[config.mk]
export PLATFORM = sky130hd
export DESIGN_NAME = counter_arbiter
export DESIGN_NICKNAME = d
export VERILOG_FILES = /design/src/rtl/counter_arbiter.sv
export SDC_FILE = /design/constraint.sdc
export NUM_CORES = 1
export LEC_CHECK = 0
export CORE_AREA = 2 2 56 71
export CTS_BUF_LIST = sky130_fd_sc_hd__clkbuf_8
export DETAILED_ROUTE_END_ITERATION = 10
export DIE_AREA = 0 0 58 73
export GPL_TIMING_DRIVEN = 0
export HOLD_SLACK_MARGIN = 0.05
export SYNTH_ARGS = -nofsm -noshare
export SYNTH_HDL_FRONTEND = slang
export SYNTH_SLANG_ARGS = --single-unit
[constraint.sdc]
create_clock -name CLK -period 3.2 [get_ports CLK]
set_clock_uncertainty 0.15 [all_clocks]
set_input_delay 0.8 -clock CLK [delete_from_list [all_inputs] [get_ports CLK]]
set_output_delay 0.8 -clock CLK [all_outputs]
set_load 0.05 [all_outputs]
[src/rtl/counter_arbiter.sv]
// Two-requester round-robin front end for a shared loadable up/down counter.
// Each accepted command drives the counter for N cycles, then returns a response.
module counter_arbiter (
   input  logic       CLK,
   input  logic       reset,
   input  logic [1:0] req_valid,
   output logic [1:0] req_ready,
   input  logic [1:0] req0_op,
   input  logic [1:0] req1_op,
   input  logic [3:0] req0_arg,
   input  logic [3:0] req1_arg,
   output logic       Enable,
   output logic       Load,
   output logic       Count,
   output logic [3:0] Data_in,
   input  logic [3:0] A_count,
   output logic       rsp_valid,
   input  logic       rsp_ready,
   output logic       rsp_id,
   output logic [3:0] rsp_value,
   output logic       rsp_wrap
);

   // state  | meaning
   // IDLE   | arbitrate and accept one command
   // RUN    | drive counter controls for N cycles
   // SETTLE | counter has taken its last update; capture A_count
   // RESP   | hold response until rsp_ready
   localparam logic [1:0] IDLE   = 2'd0;
   localparam logic [1:0] RUN    = 2'd1;
   localparam logic [1:0] SETTLE = 2'd2;
   localparam logic [1:0] RESP   = 2'd3;

   localparam logic [1:0] OP_LOAD = 2'b00;
   localparam logic [1:0] OP_UP   = 2'b01;
   localparam logic [1:0] OP_DOWN = 2'b10;
   localparam logic [1:0] OP_HOLD = 2'b11;

   logic [1:0] state_q, state_d;
   logic       last_q, last_d;
   logic       id_q, id_d;
   logic [1:0] op_q, op_d;
   logic [3:0] arg_q, arg_d;
   logic [3:0] step_q, step_d;
   logic       wrap_q, wrap_d;
   logic [3:0] value_q, value_d;
   logic       post_rst_q;

   logic [1:0] grant;
   logic       sel_id;
   logic [1:0] sel_op;
   logic [3:0] sel_arg;
   logic       run_last;
   logic       in_run;

   // last_q holds the previously granted requester; the other one wins a tie
   always_comb begin
      if (req_valid == 2'b11) grant = last_q ? 2'b01 : 2'b10;
      else                    grant = req_valid;
   end

   // The cycle after reset is kept quiet, so no accept is offered there
   assign req_ready = (state_q == IDLE && !reset && !post_rst_q) ? grant : 2'b00;
   assign sel_id    = req_ready[1];
   assign sel_op    = sel_id ? req1_op  : req0_op;
   assign sel_arg   = sel_id ? req1_arg : req0_arg;
   assign run_last  = (op_q == OP_LOAD) || (step_q == arg_q - 4'd1);

   always_comb begin
      state_d = state_q;
      last_d  = last_q;
      id_d    = id_q;
      op_d    = op_q;
      arg_d   = arg_q;
      step_d  = step_q;
      wrap_d  = wrap_q;
      value_d = value_q;
      case (state_q)
         IDLE: begin
            if (|req_ready) begin
               id_d    = sel_id;
               op_d    = sel_op;
               arg_d   = sel_arg;
               last_d  = sel_id;
               wrap_d  = 1'b0;
               step_d  = 4'd0;
               state_d = (sel_op != OP_LOAD && sel_arg == 4'd0) ? SETTLE : RUN;
            end
         end
         RUN: begin
            step_d = step_q + 4'd1;
            if ((op_q == OP_UP && A_count == 4'd15) || (op_q == OP_DOWN && A_count == 4'd0))
               wrap_d = 1'b1;
            if (run_last) state_d = SETTLE;
         end
         SETTLE: begin
            value_d = A_count;
            state_d = RESP;
         end
         RESP: begin
            if (rsp_ready) state_d = IDLE;
         end
         default: state_d = IDLE;
      endcase
   end

   always_ff @(posedge CLK) begin
      if (reset) begin
         state_q    <= IDLE;
         last_q     <= 1'b1;
         id_q       <= 1'b0;
         op_q       <= OP_LOAD;
         arg_q      <= 4'd0;
         step_q     <= 4'd0;
         wrap_q     <= 1'b0;
         value_q    <= 4'd0;
         post_rst_q <= 1'b1;
      end else begin
         state_q    <= state_d;
         last_q     <= last_d;
         id_q       <= id_d;
         op_q       <= op_d;
         arg_q      <= arg_d;
         step_q     <= step_d;
         wrap_q     <= wrap_d;
         value_q    <= value_d;
         post_rst_q <= 1'b0;
      end
   end

   assign in_run    = (state_q == RUN) && !reset;
   assign Enable    = in_run && (op_q != OP_HOLD);
   assign Load      = in_run && (op_q == OP_LOAD);
   assign Count     = in_run && (op_q == OP_UP);
   assign Data_in   = Load ? arg_q : 4'd0;

   assign rsp_valid = (state_q == RESP) && !reset;
   assign rsp_id    = id_q & ~reset;
   assign rsp_wrap  = wrap_q & ~reset;
   assign rsp_value = reset ? 4'd0 : value_q;

endmodule

==> results of run 1 <==
Yosys cell counts, types with 2 or more instances:
master / n / area share
nand3_1: 2 / 0.0082
xnor2_1: 2 / 0.014
xor2_1: 4 / 0.029
mux2i_1: 10 / 0.082
and2_1: 3 / 0.015
nand2b_1: 5 / 0.026
clkbuf_1: 4 / 0.012
nor2b_1: 8 / 0.041
nor3_1: 7 / 0.029
nor2_1: 15 / 0.046
o21ai_0: 7 / 0.029
dfxtp_1: 20 / 0.33
inv_1: 9 / 0.028
a21oi_1: 7 / 0.029
nor4_1: 4 / 0.021
a211oi_1: 7 / 0.043
or4_1: 2 / 0.012
nand3b_1: 2 / 0.012
nand2_1: 3 / 0.0093
ha_1: 7 / 0.072
path summary, 6_finish.rpt:
check,start,endpoint,cells after the start
setup reg to reg,state_q[0],state_q[1],7
hold reg to reg,last_q,last_q,1
hold / removal,last_q,last_q,1
setup / recovery,reset,Count,5
worst max-delay path, cell delays in order:
cell and delay [ns]:
clkdlybuf4s50_1 0.48, buf_6 0.18, nand2b_4 0.17, nor2_1 0.17
clkdlybuf4s15_2 0.39
per-layer routing:
layer,part of all wire,vias to the layer above,global-route usage
li1,-,590,-
met1,0.43,554,0.1959
met2,0.52,21,0.2715
met3,0.040,2,0.02305
met4,0.0063,0,0.03101
met5,0,-,0
timing repair:
item / CTS / global route
pin swaps: 0 / 1
resized for setup: 60 / 17
setup endpoints to repair: 16 / 9
buffers inserted: 0 / 0
endpoints found under the hold margin: 0 / 0
flip-flops by register name (all words and copies together) (netlist names):
signal      flops
step_q          4
id_q            1
op_q            2
arg_q           4
wrap_q          1
post_rst_q      1
state_q         2
last_q          1
value_q         4
kinds of logic after synthesis:
family	synth area share
AO/OA/AOI/OAI	0.1639
multiplexers	0.08248
buffers and inverters	0.04948
flip-flops	0.3299
AND/OR/NAND/NOR	0.2588
XOR/XNOR	0.04330
adder cells (fa/ha/maj)	0.07216
power breakdown:
group | internal (W) | switching (W)
logic | 0.000180 | 0.000256
registers | 0.000287 | 0.0000328
clock network | 0.000167 | 0.0000830
stage by stage:
stage	hold WS (ns)	cell area [um^2]	worst slack [ns]	total power [W]
after floorplan	0.3000	1219	-0.3274	0.0006282
after global placement	0.3151	1629	-0.5269	0.0007416
after detailed placement	0.3314	1629	-0.5575	0.0007535
after CTS	0.3514	1685	0.0002405	0.0009974
after global routing	0.3835	1700	-0.006081	0.001077
final	0.3462	1700	0.04408	0.001005
area by class of cell:
class	count	area, um^2
buffer	5	27.53
clock buffer	3	41.29
clock inverter	1	30.03
fill	352	1928
inverter	9	33.78
multi-input combinational	109	797.0
sequential	20	400.4
tap	40	50.05
timing repair buffer	36	320.3
==> results.tsv, run 1 <==
stage	metric	value	unit
cells_and_area	diodes inserted	0	
drt	# DRC	0	
timing	slew margin rel.	0.6658	
global_route	vias in the first global route	1114	
power	Power Dens Cells	591.1	nW/um^2
global_route	largest net degree at the start of global routing	13	
floorplan	starting density of the core	0.3345	
floorplan	site row count	25	
clock_tree	clock slew at reported path FFs	0.07	ns
clock_tree	CTS Buffer Depth	2	
cells_and_area	post-route insts no fill	223	
placement	GP Congestion	0.8133	
synth	number of flops mapped to enable cells by yosys	0	
placement	IO Port Bufs	36	
power	peak supply drop	0.6064	mV
synth	post-synthesis sequential area ratio	0.3299	
synth	Ys Warns	0	
drt	drt wl/cell	13.49	um
synth	Cells after Synth	143	
timing	crit path time final	3.156	ns
hold_path	Min-Delay Path Class	reg -> reg	
setup_path	WP data required	2.25	ns
global_route	GR Overflow Total	0	
clock_tree	cts bufs inserted	3	
drt	First DRT Iteration DRCs	34	
setup_path	Critical Path Fanout Max	10	
drt	Via Count	1167	
cells_and_area	Synth-to-Final Area Change	40.10	%
clock_tree	H-tree depth	1	
global_route	initial antenna violation count	0	
cells_and_area	share of layout cells above drive strength 1	0.1530	
floorplan	Die Height	73	um
run_status	status	complete, no violations	
clock_tree	clock sinks	20	
setup_path	Crit Path Class	in -> out	
timing	Worst Max-Slew Pin Slew	0.5013	ns
clock_tree	clk_lat worst skew	0.25	ns
timing	FMAX	316.9	MHz
cells_and_area	utilization after layout	0.4686	
floorplan	die area	4234	um^2
setup_path	CP startpoint kind	input pin	
synth	Post-Syn Nets	171	
timing	Tcrit/Tclk final	0.9862	
cells_and_area	commonest cells after routing, fill and taps aside	20 x dfxtp_1, 20 x clkdlybuf4s50_1, 15 x nor2_1	
timing	final hold violations	0	
placement	HPWL reported at the end of detailed placement	2.370	mm
floorplan	Die X	58	um
clock_tree	CTS tree	done	
drt	Avg Vias per Cell	5.233	
timing	setup TNS	0	ns
synth	asr flop ratio synth	0	
synth	Post-synth top flop	dfxtp_1	
job	Max Cap Viol	0	
synth	synthesized area	1214	um^2
global_route	GR Util All Layers	0.1533	
setup_path	Critical Path AT	2.21	ns
floorplan	core area	3628	um^2
synth	synthesized area per cell	8.487	um^2
timing	Pins Over Slew Limit	0	
timing	final setup fails	0	
synth	Synth cell types	35	
setup_path	reg-to-reg slack, setup	1.00	ns
global_route	first-pass GRT wire length	5.119	mm
floorplan	# IOs	37	
setup_path	Setup crit end kind	primary output	
drt	post-route ant nets	0	
drt	DRT Pass-1 Iters	4	
placement	Cells after DPL	219	
synth	#FFs+latches synth	20	
power	leakage power	0.7269	nW
cells_and_area	nets	212	
drt	WL final	3.008	mm
clock_tree	Clock Root Buffer	clkbuf_8	
clock_tree	CTS Hold Bufs	0	
Note: power is estimated with default switching activity, not from simulation.
==> inputs of run 2 (changes only) <==
--- a/config.mk
+++ b/config.mk
@@ -5,12 +5,14 @@
 export SDC_FILE = /design/constraint.sdc
 export NUM_CORES = 1
 export LEC_CHECK = 0
+export CAP_MARGIN = 20
 export CORE_AREA = 2 2 56 71
 export CTS_BUF_LIST = sky130_fd_sc_hd__clkbuf_8
 export DETAILED_ROUTE_END_ITERATION = 10
 export DIE_AREA = 0 0 58 73
 export GPL_TIMING_DRIVEN = 0
 export HOLD_SLACK_MARGIN = 0.05
+export SLEW_MARGIN = 15
 export SYNTH_ARGS = -nofsm -noshare
 export SYNTH_HDL_FRONTEND = slang
 export SYNTH_SLANG_ARGS = --single-unit
==> results of run 2 <==
Final layout, timing and power as in run 1 (identical DEF).
